`src/rtl/ctrl_bubble_stage_pkg.sv`:
```
// ctrl_pkg: control-bundle layout shared by the
// ID/EX bubble stage, its interface and its bench.
package ctrl_pkg;

    localparam int CTRL_W       = 9;
    localparam int REGDST_BIT   = 8;
    localparam int REGWRITE_BIT = 7;
    localparam int ALUSRC_BIT   = 6;
    localparam int MEMREAD_BIT  = 5;
    localparam int MEMWRITE_BIT = 4;
    localparam int MEMTOREG_BIT = 3;
    localparam int ALUOP_LSB    = 0;
    localparam int ALUOP_W      = 3;

    typedef struct packed {
        logic               reg_dst;
        logic               reg_write;
        logic               alu_src;
        logic               mem_read;
        logic               mem_write;
        logic               mem_to_reg;
        logic [ALUOP_W-1:0] alu_op;
    } ctrl_t;

    localparam ctrl_t CTRL_NOP = '0;

    function automatic logic [15:0] sat_inc16(input logic [15:0] v);
        return (v == 16'hFFFF) ? v : v + 16'd1;
    endfunction

endpackage

```
`src/rtl/ctrl_bubble_stage_if.sv`:
```
// ctrl_bubble_stage_if: ID-side inputs and EX-side
// outputs of the control bubble stage.
interface ctrl_bubble_stage_if #(
    parameter int REG_AW = 5,
    parameter int CNT_W  = 3
);
    import ctrl_pkg::*;

    logic [CTRL_W-1:0] id_ctrl;
    logic              id_valid;
    logic [REG_AW-1:0] id_rs;
    logic [REG_AW-1:0] id_rt;
    logic              id_uses_rt;
    logic [REG_AW-1:0] id_dst;
    logic              flush;
    logic              ext_stall;
    logic [CTRL_W-1:0] ex_ctrl;
    logic              ex_valid;
    logic [REG_AW-1:0] ex_dst;
    logic              stall_if_id;
    logic [CNT_W-1:0]  bubble_cnt;
    logic [15:0]       bubbles_total;

    modport master (
        output id_ctrl, id_valid, id_rs, id_rt, id_uses_rt, id_dst,
        output flush, ext_stall,
        input  ex_ctrl, ex_valid, ex_dst, stall_if_id,
        input  bubble_cnt, bubbles_total
    );

    modport slave (
        input  id_ctrl, id_valid, id_rs, id_rt, id_uses_rt, id_dst,
        input  flush, ext_stall,
        output ex_ctrl, ex_valid, ex_dst, stall_if_id,
        output bubble_cnt, bubbles_total
    );

endinterface

```
`src/rtl/ctrl_bubble_stage_hazard.sv`:
```
// hazard_detect: load-use check between the load in EX
// and the sources of the instruction in ID.
module hazard_detect #(
    parameter int REG_AW = 5
) (
    input  logic              cnt_idle,
    input  logic              ex_valid,
    input  logic              ex_mem_read,
    input  logic [REG_AW-1:0] ex_dst,
    input  logic              id_valid,
    input  logic [REG_AW-1:0] id_rs,
    input  logic [REG_AW-1:0] id_rt,
    input  logic              id_uses_rt,
    output logic              hazard
);

    logic rs_hit;
    logic rt_hit;
    logic ex_load;

    // r0 is hardwired, so a load into it never blocks
    assign ex_load = ex_valid & ex_mem_read & (ex_dst != '0);
    assign rs_hit  = (ex_dst == id_rs);
    assign rt_hit  = id_uses_rt & (ex_dst == id_rt);
    assign hazard  = cnt_idle & ex_load & id_valid & (rs_hit | rt_hit);

endmodule

```
`src/rtl/ctrl_bubble_stage.sv`:
```
// ctrl_bubble_stage: ID/EX control register with load-use
// bubble insertion, flush, freeze and a bubble counter.
module ctrl_bubble_stage
    import ctrl_pkg::*;
#(
    parameter int REG_AW     = 5,
    parameter int LOAD_STALL = 1,
    parameter int CNT_W      = 3
) (
    input logic                clk,
    input logic                rst,
    ctrl_bubble_stage_if.slave bus
);

    localparam logic [CNT_W-1:0] CNT_LOAD = CNT_W'(LOAD_STALL - 1);
    localparam logic [CNT_W-1:0] CNT_ONE  = CNT_W'(1);

    ctrl_t             ex_ctrl_q;
    ctrl_t             ex_ctrl_d;
    logic              ex_valid_q;
    logic              ex_valid_d;
    logic [REG_AW-1:0] ex_dst_q;
    logic [REG_AW-1:0] ex_dst_d;
    logic [CNT_W-1:0]  cnt_q;
    logic [CNT_W-1:0]  cnt_d;
    logic [15:0]       total_q;
    logic [15:0]       total_d;
    logic              cnt_idle;
    logic              hazard;
    ctrl_t             id_ctrl_g;

    assign cnt_idle  = (cnt_q == '0);
    assign id_ctrl_g = bus.id_valid ? ctrl_t'(bus.id_ctrl) : CTRL_NOP;

    hazard_detect #(
        .REG_AW (REG_AW)
    ) u_hazard (
        .cnt_idle    (cnt_idle),
        .ex_valid    (ex_valid_q),
        .ex_mem_read (ex_ctrl_q[MEMREAD_BIT]),
        .ex_dst      (ex_dst_q),
        .id_valid    (bus.id_valid),
        .id_rs       (bus.id_rs),
        .id_rt       (bus.id_rt),
        .id_uses_rt  (bus.id_uses_rt),
        .hazard      (hazard)
    );

    // next state: freeze, flush, countdown, hazard, then normal advance
    always_comb begin
        ex_ctrl_d  = ex_ctrl_q;
        ex_valid_d = ex_valid_q;
        ex_dst_d   = ex_dst_q;
        cnt_d      = cnt_q;
        total_d    = total_q;
        if (bus.ext_stall) begin
            cnt_d = cnt_q;
        end else if (bus.flush) begin
            ex_ctrl_d  = CTRL_NOP;
            ex_valid_d = 1'b0;
            ex_dst_d   = '0;
            cnt_d      = '0;
        end else if (!cnt_idle) begin
            ex_ctrl_d  = CTRL_NOP;
            ex_valid_d = 1'b0;
            ex_dst_d   = '0;
            cnt_d      = cnt_q - CNT_ONE;
            total_d    = sat_inc16(total_q);
        end else if (hazard) begin
            ex_ctrl_d  = CTRL_NOP;
            ex_valid_d = 1'b0;
            ex_dst_d   = '0;
            cnt_d      = CNT_LOAD;
            total_d    = sat_inc16(total_q);
        end else begin
            ex_ctrl_d  = id_ctrl_g;
            ex_valid_d = bus.id_valid;
            ex_dst_d   = bus.id_dst;
        end
    end

    // stage registers; reset aborts any countdown at once
    always_ff @(posedge clk or posedge rst) begin
        if (rst) begin
            ex_ctrl_q  <= CTRL_NOP;
            ex_valid_q <= 1'b0;
            ex_dst_q   <= '0;
            cnt_q      <= '0;
            total_q    <= '0;
        end else begin
            ex_ctrl_q  <= ex_ctrl_d;
            ex_valid_q <= ex_valid_d;
            ex_dst_q   <= ex_dst_d;
            cnt_q      <= cnt_d;
            total_q    <= total_d;
        end
    end

    assign bus.ex_ctrl       = ex_ctrl_q;
    assign bus.ex_valid      = ex_valid_q;
    assign bus.ex_dst        = ex_dst_q;
    assign bus.bubble_cnt    = cnt_q;
    assign bus.bubbles_total = total_q;
    assign bus.stall_if_id   = bus.ext_stall | hazard | !cnt_idle;

endmodule

```
`src/flat_wrapper.sv`:
```
// flat-port wrapper written by rule: the top's interface ports become plain ports
module ctrl_bubble_stage_flat import ctrl_pkg::*;
#(
    parameter int REG_AW     = 5,
    parameter int LOAD_STALL = 1,
    parameter int CNT_W      = 3
)
  (clk, rst, bus_id_ctrl, bus_id_valid, bus_id_rs, bus_id_rt, bus_id_uses_rt, bus_id_dst, bus_flush, bus_ext_stall, bus_ex_ctrl, bus_ex_valid, bus_ex_dst, bus_stall_if_id, bus_bubble_cnt, bus_bubbles_total);
  ctrl_bubble_stage_if #(.REG_AW(REG_AW), .CNT_W(CNT_W)) bus_i ();
  input logic clk;
  input logic rst;
  input wire logic [$bits(bus_i.id_ctrl)-1:0] bus_id_ctrl;
  input wire logic [$bits(bus_i.id_valid)-1:0] bus_id_valid;
  input wire logic [$bits(bus_i.id_rs)-1:0] bus_id_rs;
  input wire logic [$bits(bus_i.id_rt)-1:0] bus_id_rt;
  input wire logic [$bits(bus_i.id_uses_rt)-1:0] bus_id_uses_rt;
  input wire logic [$bits(bus_i.id_dst)-1:0] bus_id_dst;
  input wire logic [$bits(bus_i.flush)-1:0] bus_flush;
  input wire logic [$bits(bus_i.ext_stall)-1:0] bus_ext_stall;
  output wire logic [$bits(bus_i.ex_ctrl)-1:0] bus_ex_ctrl;
  output wire logic [$bits(bus_i.ex_valid)-1:0] bus_ex_valid;
  output wire logic [$bits(bus_i.ex_dst)-1:0] bus_ex_dst;
  output wire logic [$bits(bus_i.stall_if_id)-1:0] bus_stall_if_id;
  output wire logic [$bits(bus_i.bubble_cnt)-1:0] bus_bubble_cnt;
  output wire logic [$bits(bus_i.bubbles_total)-1:0] bus_bubbles_total;
  assign bus_i.id_ctrl = bus_id_ctrl;
  assign bus_i.id_valid = bus_id_valid;
  assign bus_i.id_rs = bus_id_rs;
  assign bus_i.id_rt = bus_id_rt;
  assign bus_i.id_uses_rt = bus_id_uses_rt;
  assign bus_i.id_dst = bus_id_dst;
  assign bus_i.flush = bus_flush;
  assign bus_i.ext_stall = bus_ext_stall;
  assign bus_ex_ctrl = bus_i.ex_ctrl;
  assign bus_ex_valid = bus_i.ex_valid;
  assign bus_ex_dst = bus_i.ex_dst;
  assign bus_stall_if_id = bus_i.stall_if_id;
  assign bus_bubble_cnt = bus_i.bubble_cnt;
  assign bus_bubbles_total = bus_i.bubbles_total;
  ctrl_bubble_stage #(.REG_AW(REG_AW), .LOAD_STALL(LOAD_STALL), .CNT_W(CNT_W)) u_core (.clk(clk), .rst(rst), .bus(bus_i));
endmodule
```
`config.mk`:
```
export PLATFORM = sky130hd
export DESIGN_NAME = ctrl_bubble_stage_flat
export DESIGN_NICKNAME = d
export VERILOG_FILES = /design/src/rtl/ctrl_bubble_stage_pkg.sv /design/src/rtl/ctrl_bubble_stage_if.sv /design/src/rtl/ctrl_bubble_stage_hazard.sv /design/src/rtl/ctrl_bubble_stage.sv /design/src/flat_wrapper.sv
export SDC_FILE = /design/constraint.sdc
export NUM_CORES = 1
export LEC_CHECK = 0
export ABC_AREA = 1
export BUFFER_PORTS_ARGS = -buffer_cell sky130_fd_sc_hd__buf_4
export CORE_MARGIN = 4
export CORE_UTILIZATION = 30
export DETAILED_ROUTE_END_ITERATION = 7
export HOLD_SLACK_MARGIN = 0.1
export PLACE_DENSITY = 0.58
export SYNTH_ARGS = -nofsm -noshare
export SYNTH_HDL_FRONTEND = slang
export SYNTH_HIERARCHICAL = 1
export SYNTH_SLANG_ARGS = --single-unit
```
`constraint.sdc`:
```
create_clock -name clk -period 1.7 [get_ports clk]
set_input_delay 0.17 -clock clk [delete_from_list [all_inputs] [get_ports clk]]
set_output_delay 0.17 -clock clk [all_outputs]
set_load 0.01 [all_outputs]
```
==> key figures <==
Run status
  • Result of the run: finished with violations
  • Failing checks: setup timing

Synth
  • Net count of the mapped netlist: between 300 and 400
  • #FFs+latches synth: 34
  • Synthesized netlist cell count: around 290
  • Post-synthesis instance area: about 2000 um^2
  • Average footprint of a synthesized cell: 7.01 um^2
  • Count of different cell masters after synthesis: 26
  • Register area share after synthesis: between 40% and 50%
  • Number of warning messages in the yosys log: 6

Timing
  • Summed negative setup slack over all endpoints: -1.05 ns
  • Number of hold-slack violations in the final timing report: 0
  • Final Worst Setup Slack: -0.115 ns
  • Minimum clock period: ~1.8 ns
  • Tightest Pin Transition: 0.450 ns
  • Maximum achievable frequency: ~550 MHz
  • Final Max Tran Viols: 0
  • Setup skew after layout: roughly 0.0055 ns
  • Minimum hold slack: ~0.11 ns
  • Final clock period utilization by the worst path: 107%
  • Worst max-slew margin expressed relative to the limit: between 60% and 70%
  • Number of failing setup endpoints in the final timing report: 16
  • Unrepaired setup endpoints after global routing: true

Critical path
  • Crit. End Element: register
  • CP top delay family: simple AND/OR/NAND/NOR gates
  • Crit Path Class: reg -> reg
  • Worst Path Arrival: between 2 and 2.5 ns
  • CP most frequent cell: sky130_fd_sc_hd__nand2_1
  • Startpoint type of the worst setup path: register
  • Cell at the slowest stage of the critical path: sky130_fd_sc_hd__dfrtp_1
  • Delay contributed by the slowest stage of the critical path: between 0.4 and 0.5 ns
  • Critical path fanouts, max: 5
  • Worst EP required: around 1.9 ns
  • Count of buffering cells on the critical path with inverters included: 3
  • Cells along the critical path: inv_2 -> nand2_1 -> nand2_1 -> nor2_1 -> nand3_1 -> a21oi_2 -> inv_2 -> nand3_2 -> nand2_4 -> nor3_4 -> clkbuf_16 -> nand2_1 -> nand2_1

Global routing
  • Global-route wire length before repair: between 9000 and 10000 um
  • Largest net degree at the start of global routing: 35
  • Vias in the first global route: 2065
  • Grt total ovfl: 0
  • Antenna violations before repair: 1
  • Total global routing track utilization: between 10% and 20%

Power and ir drop
  • Max IR drop VDD: 498 uV
  • Pleak: about 1.7 nW
  • Total power density per cell area: 993 nW/um^2

Clock tree
  • Number of buffers added by the clock tree synthesis step: 5
  • Clk Tree Root Cell: sky130_fd_sc_hd__clkbuf_8
  • Clock tree from TritonCTS: yes
  • Clk pin slew, worst setup/hold paths: ~0.08 ns
  • Number of sinks handled by clock tree synthesis: 34
  • Latest clock arrival within the worst-skew pair: roughly 0.29 ns
  • Clock Path Buffers: 2
  • H-tree levels: 2

Layout
  • Fin area: approximately 3200 um^2
  • Fraction of layout cells with a size suffix above 1: a little under two fifths
  • Total area of multi-input combinational cells: around 1100 um^2
  • Non-filler cells, final: approximately 470
  • Area delta synth->final: 58.0%
  • Register area: approximately 850 um^2
  • Count of nets after finishing: about 420
  • Number of filler instances in the final layout: 650
  • Final Util: 49.3%

Hold path
  • Worst hold-check path type: in -> reg

Floorplan
  • Standard-cell rows: 29
  • Io pins: 65
  • Die X: 89.8 um
  • Area enclosed by the die boundary: ~8100 um^2
  • Placeable Area: roughly 6400 um^2
  • Die height: approximately 90 um
  • Starting density of the core: between 30% and 40%

Route
  • Routed WL per cell: approximately 13 um
  • Via count: between 2000 and 2500
  • Count of antenna-violating nets left after detailed routing: 0
  • Drt pass-1 iters: 4
  • Via density per instance: 4.59
  • Post-detailed-routing wire length: ~6000 um
  • Count of unresolved DRC violations after routing: 0
  • Number of DRC markers after the initial detailed-route iteration: 89

Placed design
  • Number of cells in the design after placement: between 400 and 500
  • Last weighted congestion value of the routability-driven placer: around 0.76
  • Detailed placer's ending HPWL: between 4000 and 5000 um
  • Cell area after placement: between 2000 and 3000 um^2
  • IO Port Bufs: 64

Run
  • Maximum capacitance violations: 0
[routing by layer]
metal | up-vias | wire [um] | GRT usage [%]
met3 | 10 | 249 | 3.01
li1 | 1092 | - | -
met5 | - | 0 | 0
met4 | 0 | 143 | 6.26
met2 | 46 | 2870 | 23.9
met1 | 1003 | 2650 | 18.1
[cells in the mapped netlist, drive strengths merged]
cell type | n | share of area (%)
mux2i | 1 | 0.50
ha | 1 | 0.62
nand4 | 4 | 1.2
clkbuf | 1 | 0.19
nand3 | 25 | 6.2
dfrtp | 34 | 42
nor3 | 1 | 0.50
nand2 | 138 | 27
inv | 29 | 5.4
xor2 | 4 | 1.7
nor2 | 29 | 6.6
xnor2 | 5 | 2.2
a21oi | 2 | 0.69
o22ai | 1 | 0.31
o21ai | 4 | 1.0
nand3b | 3 | 1.1
buf | 4 | 1.8
[placed cells by master, fill, tap and decap left out, types with 2 or more instances in the layout]
cell,count
sky130_fd_sc_hd__nand2_1,112
sky130_fd_sc_hd__buf_4,85
sky130_fd_sc_hd__dfrtp_1,33
sky130_fd_sc_hd__nand3_1,23
sky130_fd_sc_hd__inv_1,22
sky130_fd_sc_hd__nand2_2,21
sky130_fd_sc_hd__nor2_1,20
sky130_fd_sc_hd__dlygate4sd3_1,10
sky130_fd_sc_hd__inv_2,6
sky130_fd_sc_hd__clkbuf_8,5
sky130_fd_sc_hd__nor2_2,5
sky130_fd_sc_hd__xnor2_1,5
sky130_fd_sc_hd__nand2_4,4
sky130_fd_sc_hd__nor2_4,4
sky130_fd_sc_hd__nand4_1,4
sky130_fd_sc_hd__o21ai_0,4
sky130_fd_sc_hd__xor2_1,4
sky130_fd_sc_hd__nand3b_1,3
sky130_fd_sc_hd__clkinvlp_4,2
sky130_fd_sc_hd__clkbuf_16,2
sky130_fd_sc_hd__nand2_8,2
sky130_fd_sc_hd__buf_6,2
sky130_fd_sc_hd__buf_12,2
[sequential cells by signal, indices dropped and copies added, names as in the netlist]
name and cells:
u_core/bus.bubbles_total 16, u_core/bus.ex_dst 5, u_core/bus.ex_ctrl 9, u_core/bus.ex_valid 1, u_core/bus.bubble_cnt 3
[per-stage QoR]
step / total power [mW] / setup slack (ns)
3_5_place_dp: 2.09 / -0.0200
5_1_grt: 3.36 / -0.234
3_3_place_gp: 2.08 / 0.0136
4_1_cts: 2.90 / -0.0493
2_1_floorplan: 1.57 / 0.0164
6_report: 3.15 / -0.115
[what timing repair did]
action,CTS,global route
setup buffers,1,7
setup endpoints to repair,15,21
gates cloned,0,3
endpoints found under the hold margin,43,0
hold buffers,10,0
gates resized for setup,2,35
pin swaps,0,16
[cell type report]
type	instances	share of cell area [%]
diodes	1	0.0790
clock buffers	5	2.17
clock inverters	3	1.42
inverters	29	3.67
multi-input cells	219	35.9
flip-flops and latches	34	26.9
well taps	77	3.04
repair buffers	101	26.9
[where the power goes]
part           internal [mW]  leakage (nW)  switching [mW]
logic                  0.699          1.20           0.656
registers              0.922         0.459           0.110
clock network          0.436        0.0504           0.320
[kinds of logic after synthesis]
logic type / Yosys count / share of synthesized area [%]
AOI/OAI and AO/OA: 7 / 2.00
and+or+nand+nor: 200 / 43.1
xor gates and xnor gates: 9 / 3.93
DFF: 34 / 42.4
buffers and inverters: 34 / 7.42
adders and majority gates: 1 / 0.624
muxes: 1 / 0.499
[worst reg2reg max path, cell delays in order (launching register included)]
cell and delay [ns]:
sky130_fd_sc_hd__dfrtp_1 0.42, sky130_fd_sc_hd__inv_2 0.06, sky130_fd_sc_hd__nand2_1 0.05, sky130_fd_sc_hd__nand2_1 0.05, sky130_fd_sc_hd__nor2_1 0.10, sky130_fd_sc_hd__nand3_1 0.11
sky130_fd_sc_hd__a21oi_2 0.16, sky130_fd_sc_hd__inv_2 0.06, sky130_fd_sc_hd__nand3_2 0.08, sky130_fd_sc_hd__nand2_4 0.08, sky130_fd_sc_hd__nor3_4 0.30, sky130_fd_sc_hd__clkbuf_16 0.20
sky130_fd_sc_hd__nand2_1 0.05, sky130_fd_sc_hd__nand2_1 0.05
[worst paths after layout]
kind	from	end	slack [ns]	cells past startpoint
max in group asynchronous	rst	u_core/bus.ex_dst[3]	0.82	4
worst min-delay path	bus_id_ctrl[2]	u_core/bus.ex_ctrl[2]	0.11	3
worst min register to register	u_core/bus.ex_ctrl[2]	u_core/bus.ex_ctrl[2]	0.49	2
worst max-delay path	u_core/bus.ex_dst[1]	u_core/bus.bubbles_total[7]	-0.12	13
min in group asynchronous	rst	u_core/bus.bubble_cnt[2]	0.54	4
worst max register to register	u_core/bus.ex_dst[1]	u_core/bus.bubbles_total[7]	-0.12	13
(Power assumes the default switching activity.)
